### config.mk
export PLATFORM = sky130hd
export DESIGN_NAME = pokey_keyboard_ctrl
export DESIGN_NICKNAME = d
export VERILOG_FILES = /design/src/rtl/pokey_kbd_pkg.sv /design/src/rtl/pokey_scan_prescaler.sv /design/src/rtl/pokey_keyboard_ctrl.sv
export SDC_FILE = /design/constraint.sdc
export NUM_CORES = 1
export LEC_CHECK = 0
export ABC_CLOCK_PERIOD_IN_PS = 1670
export CAP_MARGIN = 20
export CORE_UTILIZATION = 44
export DETAILED_ROUTE_END_ITERATION = 16
export PLACE_DENSITY = 0.89
export SLEW_MARGIN = 20
export SYNTH_ARGS = -nofsm -noshare
export SYNTH_HDL_FRONTEND = slang
export SYNTH_SLANG_ARGS = --single-unit
### constraint.sdc
create_clock -name clk -period 1.67 [get_ports clk]
set_clock_uncertainty 0.1 [all_clocks]
set_input_delay 0.501 -clock clk [delete_from_list [all_inputs] [get_ports clk]]
set_output_delay 0.501 -clock clk [all_outputs]
set_load 0.01 [all_outputs]
### src/rtl/pokey_kbd_pkg.sv
// pokey_kbd_pkg: shared register addresses, IRQ bit positions and sequencer states
// for the POKEY keyboard controller.
package pokey_kbd_pkg;
    localparam logic [3:0] ADDR_KBCODE = 4'h9;
    localparam logic [3:0] ADDR_SKRES  = 4'hA;
    localparam logic [3:0] ADDR_IRQ    = 4'hE;
    localparam logic [3:0] ADDR_SK     = 4'hF;
    localparam int IRQ_BREAK = 7;
    localparam int IRQ_KEY   = 6;
    typedef enum logic {ST_INIT, ST_RUN} state_t;
endpackage

### src/rtl/pokey_scan_prescaler.sv
// pokey_scan_prescaler: divides clk by SCAN_DIV into a registered one-cycle scan tick;
// held at zero while not running or when cleared.
module pokey_scan_prescaler #(
    parameter int SCAN_DIV = 114,
    parameter int CNT_W    = 7
) (
    input  logic clk,
    input  logic reset_n,
    input  logic run,
    input  logic clear,
    output logic tick
);
    logic [CNT_W-1:0] cnt;
    logic             wrap;

    assign wrap = cnt == CNT_W'(SCAN_DIV - 1);

    always_ff @(posedge clk or negedge reset_n) begin
        if (!reset_n) begin
            cnt  <= '0;
            tick <= 1'b0;
        end else if (clear || !run) begin
            cnt  <= '0;
            tick <= 1'b0;
        end else begin
            cnt  <= wrap ? '0 : cnt + CNT_W'(1);
            tick <= wrap;
        end
    end
endmodule

### src/rtl/pokey_keyboard_ctrl.sv
// pokey_keyboard_ctrl: CPU register decode, scan sequencing and IRQ latching for the
// POKEY keyboard scanner. Define POKEY_KBD_OVERRUN_EN to add the SKSTAT overrun flag.
module pokey_keyboard_ctrl
    import pokey_kbd_pkg::*;
#(
    parameter int SCAN_DIV = 114,
    parameter int CNT_W    = 7
) (
    input  logic       clk,
    input  logic       reset_n,
    input  logic [3:0] addr,
    input  logic       wr_en,
    input  logic       rd_en,
    input  logic [7:0] data_in,
    output logic [7:0] data_out,
    output logic       scan_tick,
    output logic       scan_enable,
    output logic       debounce_disable,
    input  logic       key_held,
    input  logic       shift_held,
    input  logic [7:0] keycode,
    input  logic       other_key_irq,
    input  logic       break_irq,
    output logic       irq_n
);
    state_t      state, state_nx;
    logic [7:0]  skctl_reg, irqen_reg, rd_data;
    logic [7:6]  pending, pending_nx;
    logic        sk_wr, sk_off, irq_wr, overrun;

    assign sk_wr  = wr_en && addr == ADDR_SK;
    assign sk_off = sk_wr && data_in[1:0] == 2'b00;
    assign irq_wr = wr_en && addr == ADDR_IRQ;

    always_ff @(posedge clk or negedge reset_n) begin
        if (!reset_n) state <= ST_INIT;
        else          state <= state_nx;
    end

    always_comb begin
        state_nx = state;
        if (state == ST_INIT && sk_wr && !sk_off) state_nx = ST_RUN;
        if (state == ST_RUN && sk_off)            state_nx = ST_INIT;
    end

    pokey_scan_prescaler #(.SCAN_DIV(SCAN_DIV), .CNT_W(CNT_W)) u_prescaler (
        .clk    (clk),
        .reset_n(reset_n),
        .run    (state == ST_RUN),
        .clear  (sk_off),
        .tick   (scan_tick)
    );

    assign scan_enable      = skctl_reg[1] && state == ST_RUN;
    assign debounce_disable = ~skctl_reg[0];

    // Sets are gated by the enable mask before this cycle's write; a zero written clears and wins.
    always_comb begin
        pending_nx = pending | {break_irq & irqen_reg[IRQ_BREAK], other_key_irq & irqen_reg[IRQ_KEY]};
        if (irq_wr) pending_nx = pending_nx & data_in[7:6];
    end

`ifdef POKEY_KBD_OVERRUN_EN
    logic skres_wr;
    assign skres_wr = wr_en && addr == ADDR_SKRES;

    always_ff @(posedge clk or negedge reset_n) begin
        if (!reset_n)                                  overrun <= 1'b0;
        else if (other_key_irq && pending[IRQ_KEY])    overrun <= 1'b1;
        else if (skres_wr)                             overrun <= 1'b0;
    end
`else
    assign overrun = 1'b0;
`endif

    always_comb begin
        rd_data = addr == ADDR_KBCODE ? keycode :
                  addr == ADDR_IRQ    ? {~pending, 6'b111111} :
                  addr == ADDR_SK     ? {2'b11, ~overrun, 1'b1, ~shift_held, ~key_held, 2'b11} :
                                        8'hFF;
    end

    always_ff @(posedge clk or negedge reset_n) begin
        if (!reset_n) begin
            skctl_reg <= 8'h00;
            irqen_reg <= 8'h00;
            pending   <= 2'b00;
            data_out  <= 8'hFF;
            irq_n     <= 1'b1;
        end else begin
            if (sk_wr)  skctl_reg <= data_in;
            if (irq_wr) irqen_reg <= data_in;
            if (rd_en)  data_out  <= rd_data;
            pending <= pending_nx;
            irq_n   <= ~|(pending & irqen_reg[7:6]);
        end
    end
endmodule
==> metrics.txt <==
Die Wd about 52 µm; initial antenna violation count 0; max-cap violations 0; area leader, netlist dfrtp_1; Critical Path RT 1820 ps; Crit. End Element flip-flop; via count 954; Period minus WS final about 1600 ps; Slew Viols, Final 0; vias in the first global route 1021; layout cells sized above 1 30.5%; Biggest register data_out; # hold bufs at CTS 0; Final nets 182; total global-route track usage 21.1%; HP Class flip-flop to flip-flop; CTS Buffer Depth 2; final hold violations 0; CTS tree yes; Critical-path top delay cell clkdlybuf4s50_1; P per Cell Area 790 nW/µm²; largest net degree at the start of global routing 16; most common cell after layout, fill and taps aside clkdlybuf4s50_1; asr flop ratio synth 100%; drt wl/cell between 10 and 15 µm; Worst Path Class, Setup input port to flip-flop; outcome finished clean; DRC Markers 0; gpl congestion approximately 0.82; Initial Util between 40% and 50%; synth top area cells dfrtp_1, dfstp_2, mux2_2, nor2_1, o21ai_0; Clk pin slew, worst setup/hold paths 130 ps; # setup viols final 0; clk sinks 24; Ports 40; CTS H-tree depth 1; diode count 0; Rel. slew slack 81.9%; Detailed Route WL 2500 µm; final period utilization 95.2%; unique cell type count in the Yosys netlist 28; first-pass GRT wire length 4220 µm; synthesis-stage register bit count 24; worst skew pair latency 310 ps; Hold Slack 366 ps; largest registers data_out x8, u_prescaler.cnt x7; Critical Path Max Stage Delay roughly 500 ps; count of warnings emitted by yosys 0; average via count per standard cell approximately 5.3; most used cell, CP buf_4; total iterations of the first detailed-routing run 4; grt total ovfl 0; Post-DRT Antenna Nets 0; clk root buf clkbuf_4; Post-Place Worst Slack -388 ps; Arrival @ worst endpoint about 1700 ps; crit path cell chain clkdlybuf4s50_1, buf_4, nand4bb_1, buf_4, nor2_1, a21oi_1; Peak VDD IR 589 µV; cells after synthesis 102; commonest non-fill, non-tap cells in the layout clkdlybuf4s50_1, dfrtp_1, nor2_1, buf_4, buf_2; syn_area_per_cell 11.0 µm²; DP Cell Count about 180; die area ~2800 µm²; slew at the pin closest to its max-slew limit between 200 and 300 ps; Pleak 0.717 nW; mapped cell area 1120 µm²; Layout Cells excl Fill 179; CP max FO 6; Core Area 2300 µm²; critical path startpoint category input port; 1st-iter DRT viols 15; Die H 52.5 µm; Area growth syn-to-layout 41.5%; num rows 17; number of flops mapped to enable cells by yosys 0; total CTS buffers 3; HPWL Detailed 2000 µm; share of the synthesized area in the top cell type between 30% and 40%; I/O Buffers 35; Layout fillers 176; fmax 629 MHz; RSZ-0062 raised after global routing false; syn nets 132; Largest register FFs 8; Worst Slack Setup Final 81.0 ps; register area share after synthesis 54.6%; PnR Total Power 1.25 mW; ys flop type dfrtp_1
[metrics by stage]
stage / TNS, ps / cell area (µm²) / utilization, %
after floorplan: 0 / 1120 / -
after global placement: -5230 / 1590 / 69.1
after detailed placement: -5880 / 1590 / 69.1
after CTS: 0 / 1580 / 68.7
after global routing: 0 / 1580 / 69.0
final: 0 / 1580 / 69.0
[cell families (layout without fill, tap and decap cells)]
kind of cell / Yosys count / count (layout) / synth area share, %
AOI/OAI and AO/OA: 23 / 23 / 14.7
xor gates and xnor gates: 3 / 3 / 2.35
adders and majority gates: 2 / 2 / 2.23
buffers and inverters: 9 / 58 / 3.02
DFF: 24 / 24 / 54.6
muxes: 4 / 4 / 4.02
and+or+nand+nor: 37 / 37 / 19.0
[final cells by class]
| cell class | count | area, µm² | area share, % |
|---|---|---|---|
| Tap cell | 28 | 35.0 | 2.21 |
| Clock buffer | 4 | 26.3 | 1.66 |
| Multi-Input combinational cell | 69 | 485 | 30.6 |
| Timing Repair Buffer | 47 | 399 | 25.2 |
| Inverter | 7 | 26.3 | 1.66 |
| Sequential cell | 24 | 612 | 38.6 |
[report_power, final]
| group | internal (mW) | switching (mW) | total, mW |
|---|---|---|---|
| logic | 0.159 | 0.130 | 0.289 |
| registers | 0.660 | 0.0483 | 0.709 |
| clock network | 0.0932 | 0.161 | 0.254 |
| total | 0.912 | 0.339 | 1.25 |
[synthesized netlist by cell type (2+ instances only)]
master	instances
a211oi_2	2
a21oi_1	6
and3_1	5
clkbuf_1	2
dfrtp_1	15
dfstp_2	9
ha_1	2
inv_1	6
mux2_2	4
nand2_1	3
nand3_1	2
nor2_1	12
nor3_1	7
o21ai_0	8
o22ai_1	4
or3_1	2
xor2_1	2
[critical path, delay by kind of cell]
family / cells / cell delay, ps
buffers and inverters: 3 / 870
AND/OR/NAND/NOR: 2 / 290
AO/OA/AOI/OAI: 1 / 70
[layer usage]
metal | up-vias | wire length, µm | global-route usage (%)
li1 | 459 | - | -
met1 | 460 | 962 | 22.3
met2 | 31 | 1330 | 39.7
met3 | 4 | 192 | 4.35
met4 | 0 | 19 | 8.77
met5 | - | 0 | 0
[path summary, 6_finish.rpt]
path / start / endpoint / slack (ps) / cells after the start
max: addr[0] / data_out[4] / 80 / 6
min: irqen_reg[7] / irq_n / 370 / 1
max reg2reg: u_prescaler.cnt[0] / u_prescaler.cnt[6] / 150 / 4
min reg2reg: irqen_reg[7] / irq_n / 370 / 1
max in group asynchronous: reset_n / u_prescaler.cnt[1] / 730 / 2
min in group asynchronous: reset_n / data_out[7] / 510 / 1
[repair_timing]
| action | CTS | global route |
|---|---|---|
| endpoints found under the setup margin | 17 | 7 |
| buffers inserted | 0 | 0 |
| resized for setup | 43 | 6 |
| pin swaps | 0 | 2 |
Note: power is estimated with default switching activity, not from simulation.
